`src/rtl/multicycle_control_if.sv`:
```
// Signal bundle between the multi-cycle control FSM and the RV32I datapath.
// master = control FSM (drives strobes/selects), slave = datapath side.
interface multicycle_control_if;
    logic [6:0] opcode;
    logic       mem_ready;
    logic       bcond;
    logic       pc_write;
    logic       ir_write;
    logic       i_or_d;
    logic       mem_read;
    logic       mem_write;
    logic       reg_write;
    logic [1:0] mem_to_reg;
    logic [1:0] alu_src_a;
    logic [1:0] alu_src_b;
    logic [2:0] alu_op;
    logic       pc_source;
    logic [2:0] state;
    logic       retire;
    logic       halted;
    logic       illegal;

    modport master (
        input  opcode, mem_ready, bcond,
        output pc_write, ir_write, i_or_d, mem_read, mem_write, reg_write,
               mem_to_reg, alu_src_a, alu_src_b, alu_op, pc_source,
               state, retire, halted, illegal
    );

    modport slave (
        output opcode, mem_ready, bcond,
        input  pc_write, ir_write, i_or_d, mem_read, mem_write, reg_write,
               mem_to_reg, alu_src_a, alu_src_b, alu_op, pc_source,
               state, retire, halted, illegal
    );
endinterface

```
`src/rtl/multicycle_control.sv`:
```
// Main control FSM of the multi-cycle RV32I datapath: sequences each
// instruction through FETCH/DECODE/EXEC/MEM/WB, stalls on mem_ready and
// halts on ECALL.
module multicycle_control (
    input  logic                 clk,
    input  logic                 reset,
    multicycle_control_if.master bus
);
    typedef enum logic [2:0] {
        S_FETCH  = 3'd0,
        S_DECODE = 3'd1,
        S_EXEC   = 3'd2,
        S_MEM    = 3'd3,
        S_WB     = 3'd4,
        S_HALT   = 3'd5
    } state_t;

    localparam logic [6:0] OP_R      = 7'b0110011;
    localparam logic [6:0] OP_I      = 7'b0010011;
    localparam logic [6:0] OP_LOAD   = 7'b0000011;
    localparam logic [6:0] OP_STORE  = 7'b0100011;
    localparam logic [6:0] OP_BRANCH = 7'b1100011;
    localparam logic [6:0] OP_LUI    = 7'b0110111;
    localparam logic [6:0] OP_AUIPC  = 7'b0010111;
    localparam logic [6:0] OP_JAL    = 7'b1101111;
    localparam logic [6:0] OP_JALR   = 7'b1100111;
    localparam logic [6:0] OP_ECALL  = 7'b1110011;

    state_t state_q, state_d;
    logic   halted_q, illegal_q;
    logic   known_op, is_load, is_store, is_link;

    logic       pc_write, ir_write, i_or_d, mem_read, mem_write, reg_write;
    logic [1:0] mem_to_reg, alu_src_a, alu_src_b;
    logic [2:0] alu_op;
    logic       pc_source, retire;

    // Opcode classification shared by next-state and output decode.
    always_comb begin
        is_load  = (bus.opcode == OP_LOAD);
        is_store = (bus.opcode == OP_STORE);
        is_link  = (bus.opcode == OP_JAL) || (bus.opcode == OP_JALR);
        case (bus.opcode)
            OP_R, OP_I, OP_LOAD, OP_STORE, OP_BRANCH,
            OP_LUI, OP_AUIPC, OP_JAL, OP_JALR, OP_ECALL: known_op = 1'b1;
            default:                                     known_op = 1'b0;
        endcase
    end

    // State register and sticky halted/illegal flags.
    always_ff @(posedge clk or posedge reset) begin
        if (reset) begin
            state_q   <= S_FETCH;
            halted_q  <= 1'b0;
            illegal_q <= 1'b0;
        end else begin
            state_q <= state_d;
            if (state_d == S_HALT) halted_q <= 1'b1;
            if (state_q == S_DECODE && !known_op) illegal_q <= 1'b1;
        end
    end

    // Next-state decode.
    always_comb begin
        state_d = state_q;
        case (state_q)
            S_FETCH:  if (bus.mem_ready) state_d = S_DECODE;
            S_DECODE: begin
                if (bus.opcode == OP_ECALL) state_d = S_HALT;
                else if (!known_op)         state_d = S_FETCH;
                else                        state_d = S_EXEC;
            end
            S_EXEC: begin
                if (is_load || is_store)            state_d = S_MEM;
                else if (bus.opcode == OP_BRANCH)   state_d = S_FETCH;
                else                                state_d = S_WB;
            end
            S_MEM:    if (bus.mem_ready) state_d = is_load ? S_WB : S_FETCH;
            S_WB:     state_d = S_FETCH;
            S_HALT:   state_d = S_HALT;
            default:  state_d = S_FETCH;
        endcase
    end

    // Output decode from state and opcode (plus the memory handshake).
    always_comb begin
        pc_write   = 1'b0;
        ir_write   = 1'b0;
        i_or_d     = 1'b0;
        mem_read   = 1'b0;
        mem_write  = 1'b0;
        reg_write  = 1'b0;
        mem_to_reg = 2'd0;
        alu_src_a  = 2'd0;
        alu_src_b  = 2'd0;
        alu_op     = 3'b010;
        pc_source  = 1'b0;
        retire     = 1'b0;
        case (state_q)
            S_FETCH: begin
                mem_read  = 1'b1;
                alu_src_b = 2'd1;
                if (bus.mem_ready) begin
                    ir_write = 1'b1;
                    pc_write = 1'b1;
                end
            end
            S_DECODE: begin
                alu_src_a = 2'd2;
                alu_src_b = 2'd2;
                if (!known_op) retire = 1'b1;
            end
            S_EXEC: begin
                alu_src_a = 2'd1;
                alu_src_b = 2'd2;
                case (bus.opcode)
                    OP_R:      begin alu_src_b = 2'd0; alu_op = 3'b000; end
                    OP_I:      alu_op = 3'b001;
                    OP_LOAD:   alu_op = 3'b110;
                    OP_STORE:  alu_op = 3'b010;
                    OP_BRANCH: begin
                        alu_src_b = 2'd0;
                        alu_op    = 3'b011;
                        pc_source = 1'b1;
                        pc_write  = bus.bcond;
                        retire    = 1'b1;
                    end
                    OP_LUI:    alu_op = 3'b100;
                    OP_AUIPC:  begin alu_src_a = 2'd2; alu_op = 3'b010; end
                    OP_JAL:    begin alu_src_a = 2'd2; alu_op = 3'b101; end
                    OP_JALR:   alu_op = 3'b111;
                    default:   alu_op = 3'b010;
                endcase
            end
            S_MEM: begin
                i_or_d    = 1'b1;
                mem_read  = is_load;
                mem_write = is_store;
                if (bus.mem_ready && is_store) retire = 1'b1;
            end
            S_WB: begin
                reg_write = 1'b1;
                retire    = 1'b1;
                if (is_load) begin
                    mem_to_reg = 2'd1;
                end else if (is_link) begin
                    mem_to_reg = 2'd2;
                    pc_write   = 1'b1;
                    pc_source  = 1'b1;
                end
            end
            default: ;
        endcase
    end

    // Reset moves the state to FETCH asynchronously, whose ready-qualified
    // strobes must still be suppressed until reset is released.
    assign bus.pc_write   = pc_write  & ~reset;
    assign bus.ir_write   = ir_write  & ~reset;
    assign bus.reg_write  = reg_write & ~reset;
    assign bus.mem_write  = mem_write & ~reset;
    assign bus.retire     = retire    & ~reset;
    assign bus.i_or_d     = i_or_d;
    assign bus.mem_read   = mem_read;
    assign bus.mem_to_reg = mem_to_reg;
    assign bus.alu_src_a  = alu_src_a;
    assign bus.alu_src_b  = alu_src_b;
    assign bus.alu_op     = alu_op;
    assign bus.pc_source  = pc_source;
    assign bus.state      = state_q;
    assign bus.halted     = halted_q;
    assign bus.illegal    = illegal_q;
endmodule

```
`src/flat_wrapper.sv`:
```
// flat-port wrapper written by rule: the top's interface ports become plain ports
module multicycle_control_flat 
  (clk, reset, bus_opcode, bus_mem_ready, bus_bcond, bus_pc_write, bus_ir_write, bus_i_or_d, bus_mem_read, bus_mem_write, bus_reg_write, bus_mem_to_reg, bus_alu_src_a, bus_alu_src_b, bus_alu_op, bus_pc_source, bus_state, bus_retire, bus_halted, bus_illegal);
  multicycle_control_if bus_i ();
  input  logic clk;
  input  logic reset;
  input wire logic [$bits(bus_i.opcode)-1:0] bus_opcode;
  input wire logic [$bits(bus_i.mem_ready)-1:0] bus_mem_ready;
  input wire logic [$bits(bus_i.bcond)-1:0] bus_bcond;
  output wire logic [$bits(bus_i.pc_write)-1:0] bus_pc_write;
  output wire logic [$bits(bus_i.ir_write)-1:0] bus_ir_write;
  output wire logic [$bits(bus_i.i_or_d)-1:0] bus_i_or_d;
  output wire logic [$bits(bus_i.mem_read)-1:0] bus_mem_read;
  output wire logic [$bits(bus_i.mem_write)-1:0] bus_mem_write;
  output wire logic [$bits(bus_i.reg_write)-1:0] bus_reg_write;
  output wire logic [$bits(bus_i.mem_to_reg)-1:0] bus_mem_to_reg;
  output wire logic [$bits(bus_i.alu_src_a)-1:0] bus_alu_src_a;
  output wire logic [$bits(bus_i.alu_src_b)-1:0] bus_alu_src_b;
  output wire logic [$bits(bus_i.alu_op)-1:0] bus_alu_op;
  output wire logic [$bits(bus_i.pc_source)-1:0] bus_pc_source;
  output wire logic [$bits(bus_i.state)-1:0] bus_state;
  output wire logic [$bits(bus_i.retire)-1:0] bus_retire;
  output wire logic [$bits(bus_i.halted)-1:0] bus_halted;
  output wire logic [$bits(bus_i.illegal)-1:0] bus_illegal;
  assign bus_i.opcode = bus_opcode;
  assign bus_i.mem_ready = bus_mem_ready;
  assign bus_i.bcond = bus_bcond;
  assign bus_pc_write = bus_i.pc_write;
  assign bus_ir_write = bus_i.ir_write;
  assign bus_i_or_d = bus_i.i_or_d;
  assign bus_mem_read = bus_i.mem_read;
  assign bus_mem_write = bus_i.mem_write;
  assign bus_reg_write = bus_i.reg_write;
  assign bus_mem_to_reg = bus_i.mem_to_reg;
  assign bus_alu_src_a = bus_i.alu_src_a;
  assign bus_alu_src_b = bus_i.alu_src_b;
  assign bus_alu_op = bus_i.alu_op;
  assign bus_pc_source = bus_i.pc_source;
  assign bus_state = bus_i.state;
  assign bus_retire = bus_i.retire;
  assign bus_halted = bus_i.halted;
  assign bus_illegal = bus_i.illegal;
  multicycle_control u_core (.clk(clk), .reset(reset), .bus(bus_i));
endmodule
```
`config.mk`:
```
export PLATFORM = sky130hd
export DESIGN_NAME = multicycle_control_flat
export DESIGN_NICKNAME = d
export VERILOG_FILES = /design/src/rtl/multicycle_control_if.sv /design/src/rtl/multicycle_control.sv /design/src/flat_wrapper.sv
export SDC_FILE = /design/constraint.sdc
export NUM_CORES = 1
export LEC_CHECK = 0
export BUFFER_PORTS_ARGS = -buffer_cell sky130_fd_sc_hd__buf_2
export CAP_MARGIN = 20
export CELL_PAD_IN_SITES_DETAIL_PLACEMENT = 0
export CELL_PAD_IN_SITES_GLOBAL_PLACEMENT = 1
export CORE_MARGIN = 5
export CORE_UTILIZATION = 32
export CTS_BUF_LIST = sky130_fd_sc_hd__clkbuf_4 sky130_fd_sc_hd__clkbuf_8
export DETAILED_ROUTE_END_ITERATION = 10
export PLACE_DENSITY_LB_ADDON = 0.12
export SLEW_MARGIN = 10
export SYNTH_ARGS = -nofsm -noshare
export SYNTH_HDL_FRONTEND = slang
export SYNTH_SLANG_ARGS = --single-unit
```
`constraint.sdc`:
```
create_clock -name clk -period 1.9 [get_ports clk]
set_input_delay 0.285 -clock clk [delete_from_list [all_inputs] [get_ports clk]]
set_output_delay 0.285 -clock clk [all_outputs]
set_load 0.01 [all_outputs]
```
======== Word level (Yosys, flattened, before mapping) ========
Index checks and enable logic that the tools add are counted.
word-level totals
  output and inout port bits .............. 22
  register bits ........................... 5
  input bits .............................. 11
  logic and storage cells ................. 67
cells by class
  equality and inequality tests ........... 16
  bitwise gates (word level) .............. 6
  reductions and logical operators ........ 9
  multiplexer cells ....................... 33
operators by type and width
  operator            number
  $eq 7x7->1 const B  4
  $eq 7x6->1 const B  3
  $mux 3              7
  $pmux 3 s7          1
  $pmux 3 s5          1
  $eq 7x5->1 const B  2
  $mux 1              12
  $mux 2              6
  $reduce_or 10->1    1
  $eq 3x3->1 const B  3
  $eq 7x2->1 const B  1
  $eq 3x2->1 const B  2
  $pmux 2 s3          1
  $and 1x1->1         5
  $pmux 1 s2          2
  $pmux 1 s4          1
  $pmux 2 s2          1
  $reduce_or 2->1     2
  $eq 3x1->1 const B  1
  $logic_not 3->1     1
  $pmux 1 s3          1
  $logic_and 1x1->1   2
  $logic_or 1x1->1    2
  $logic_not 1->1     1
  $not 1->1           1

======== Longest topological paths before layout ========
  depth in word-level cells ............... 7
  depth in mapped cells ................... 6
  depth with buffers taken out ............ 5

======== Worst setup path after synthesis ========
No wires, ideal clock.
  path kind ............................... register to output
  start point ............................. reg u_core.state_q[1] (netlist: u_core.bus.state[1])
  end point ............................... out bus_pc_write
  arrival time ............................ 1.524 ns
  path buffers ............................ 1
  required time ........................... 1.615 ns
  setup slack ............................. 0.091 ns
  stages on the path, launching flop included .. 5
  path through ............................ dfrtp_1 -> buf_6 -> or3_1 -> or3_1 -> a31oi_1
between the ends
  word-level cells in the longest chain between the ends .. 3
  elaborated cells on any way between the ends .. 5
  classes of those cells .................. eq/ne: 2; mux: 1; bitwise: 1; reduce/logical: 1
ends and longest elaborated chain
  element                             line                       source
  start: declaration                  multicycle_control.sv:29   state_t state_q, state_d;
  start signal: assignment            multicycle_control.sv:57   state_q <= state_d;
  $eq 3x3->1 (tied with other cells)  multicycle_control.sv:99   case (state_q)
  $pmux 1 s3 (*)                      multicycle_control.sv:99
  $and 1x1->1 (*)                     multicycle_control.sv:158  assign bus.pc_write = pc_write & ~reset;
  end: declaration                    flat_wrapper.sv:10         output wire logic [$bits(bus_i.pc_write)-1:0] bus_pc_write;
Mark *: on every way between the ends. The rest lies on a longest branch, timed or not.

======== Worst setup path in the final report ========
  start point ............................. reg u_core.state_q[2] (netlist: u_core.bus.state[2])
  end point ............................... out bus_pc_write
Same word-level chain as after synthesis.

==> out/results.txt <==
worst path bufs/invs -> 2
largest fanout on the critical path -> 5
outcome -> finished, violations left
fin nets -> 153
VDD IR max -> 436.7 µV
vias after detailed routing -> 867
DRT antenna net count -> 0
Hold WS -> 0.003349 ns
sw power -> 0.1725 mW
failing checks -> negative setup slack
minimum clock period after layout -> 1.955 ns
Root Driver -> clkbuf_4
Final Cycle Share -> 102.9%
Die Wd -> 55.99 µm
gr usage total -> 14.17%
Post-synth top flop -> dfrtp_1
worst hold path type -> primary input to asynchronous set/reset pin
synth unique cells -> 39
Final Hold Viols -> 0
flop2flop setup slack -> 0.54 ns
Seq/Total Area, Yosys -> 18.48%
Slew @ Worst Pin -> 0.3364 ns
Critical-path top delay cell -> dfrtp_1
Clock power frac -> 26.8%
cts bufs inserted -> 3
drt via density -> 5.161
GPL Wtd Cong -> 0.8384
H-tree depth -> 1
post-synthesis cell area -> 676.9 µm²
Congestion Overflow GR -> 0
initial antenna violation count -> 0
CTS tree -> yes
Synth Area per Inst -> 7.201 µm²
Slew headroom -> 77.47%
Setup CP Type -> register to primary output
# fillers -> 197
DR DRC count -> 0
Flop pwr share -> 24.4%
worst path arrival time -> 1.67 ns
worst reg2reg path endpoint -> u_core.bus.illegal
CP dominant cell by count -> or3_4
Core Area -> 1982 µm²
final setup margin -> -0.05460 ns
Gate Count Post-Synth -> 94
Reg2Reg Depth -> 5
EDFF count, synth -> 0
vias in the first global route -> 806
DR iter-0 viols -> 25
sw frac -> 34.87%
worst skew pair latency -> 0.23 ns
Ys Warns -> 0
clock-pin slew on the worst setup and hold paths -> 0.04 ns
Post-Syn Nets -> 105
Fmax -> 511.6 MHz
flops & latches, synth -> 5
Comb power frac -> 48.7%
multi-input gate area in the final layout -> 529.3 µm²
PwrDens -> 477.6 nW/µm²
Die ar. -> 3135 µm²
input/output buffers -> 32
CP required -> 1.62 ns
die span in y -> 55.99 µm
crit start category -> register
largest net degree at the start of global routing -> 13
GR Util met3 -> 4.176%
I/O pin total -> 33
crit end category -> primary output
P_int -> 0.3223 mW
CP max stage delay -> 0.40 ns
Post-synth ARST share -> 100.0%
row count -> 16
Final setup viols -> 1
max_cap viols -> 0
first-pass GRT wire length -> 3.677 mm
Setup Skew -> 0.001933 ns
Place WS -> 0.06115 ns
CTS Buffer Depth -> 2
unrepaired setup endpoints after global routing -> true
clock sinks -> 5
GR peak layer -> met2
dpl hpwl -> 1.793 mm
met1 Use GR -> 18.84%
Antenna diodes -> 0
GRT met2 Usage -> 22.04%
final slew viol count -> 0
worst path cell trace -> inv_2 > or3_4 > or3_4 > a31oi_1 > buf_2
Leak Pwr -> 0.4955 nW
Crit path max-delay family -> simple AND/OR/NAND/NOR gates
starting density of the core -> 34.15%
Sequential Area -> 126.4 µm²
layout cells sized above 1 -> 49.65%
routed len/inst -> 13.64 µm
area delta synth->final -> 53.05%
final wirelength -> 2.292 mm
First-pass DRT Iterations -> 4
Worst R2R Start -> u_core.bus.state[0]
hold buffers post-CTS -> 0
routing by layer:
metal | vias to the layer above | routed length [µm]
met5 | - | 0
met4 | 0 | 8
met3 | 2 | 212
met2 | 33 | 1050
met1 | 391 | 1021
li1 | 441 | -
final cells by class:
cell class | instances | share of cell area (%)
clock buffer | 4 | 2.899
inverter | 6 | 2.174
multi-input combinational | 77 | 51.09
sequential | 5 | 12.20
tap | 27 | 3.261
timing repair buffer | 49 | 28.38
cell usage in the layout (no fill, tap or decap), types with 4 or more instances in the layout:
cell type	instances
buf_2	31
buf_4	17
nor2_1	12
nand3_1	7
a21oi_1	6
nand2_1	5
inv_1	4
clkbuf_4	4
dfrtp_1	4
through the flow:
| stage | cell area (µm²) | utilization, % | TNS [ns] | power, mW | instances |
|---|---|---|---|---|---|
| CTS | 972.2 | 49.05 | -0.1848 | 0.4819 | 166 |
| floorplan | 676.9 | - | 0 | 0.2381 | 94 |
| detailed placement | 914.6 | 46.15 | 0 | 0.3365 | 159 |
| global placement | 914.6 | 46.15 | 0 | 0.3353 | 159 |
| finish | 1036 | 52.27 | -0.05460 | 0.4948 | 168 |
| global route | 1036 | 52.27 | -0.4588 | 0.5364 | 168 |
synth_stat cells, drive strengths merged, types with 2 or more instances:
cell type  number  share of area, %
a21oi           6               4.4
a31oi           3               2.8
and3            2               1.8
buf             4               5.7
clkbuf          2               1.1
dfrtp           5                18
inv             6               3.3
nand2           5               2.8
nand2b          2               1.8
nand3           8               5.9
nand3b          2               2.2
nand4           3               2.8
nor2           12               6.7
nor3            3               2.2
nor3b           3               3.3
o21ai           3               2.2
or2             2               1.8
or3             4               3.7
sequential cells by signal, summed over array words and instances, names as in the netlist:
name and cells:
u_core.bus.state 3, u_core.bus.halted 1, u_core.bus.illegal 1
how the worst max path moves through the flow:
stage	start	endpoint	depth (start not counted)
after floorplan	u_core.bus.state[1]	bus_pc_write	4
after global placement	bus_opcode[3]	bus_alu_op[1]	6
after detailed placement	bus_opcode[3]	bus_alu_op[1]	6
after CTS	u_core.bus.state[2]	bus_alu_op[1]	5
after global routing	u_core.bus.state[2]	bus_pc_write	5
final	u_core.bus.state[2]	bus_pc_write	5
timing repair:
item                       CTS  global route
buffers inserted             3             2
gates cloned                 0             0
resized for setup            2            11
setup endpoints to repair    5             6
pin swaps                    0             3
power by group through the flow:
stage	logic, mW	clock network (mW)	registers [mW]
after floorplan	0.114	0	0.124
after global placement	0.212	0	0.123
after detailed placement	0.214	0	0.123
after CTS	0.225	0.137	0.119
after global routing	0.266	0.149	0.122
final	0.241	0.133	0.121
cell families (layout without fill, tap and decap cells):
group	after synthesis	count (layout)	synth area share, %
compound gates	22	22	21.08
flops	5	5	18.48
mux	1	1	1.479
xor+xnor	1	1	1.294
buf+inv	12	59	10.17
simple gates	53	53	47.50
(Power assumes the default switching activity.)
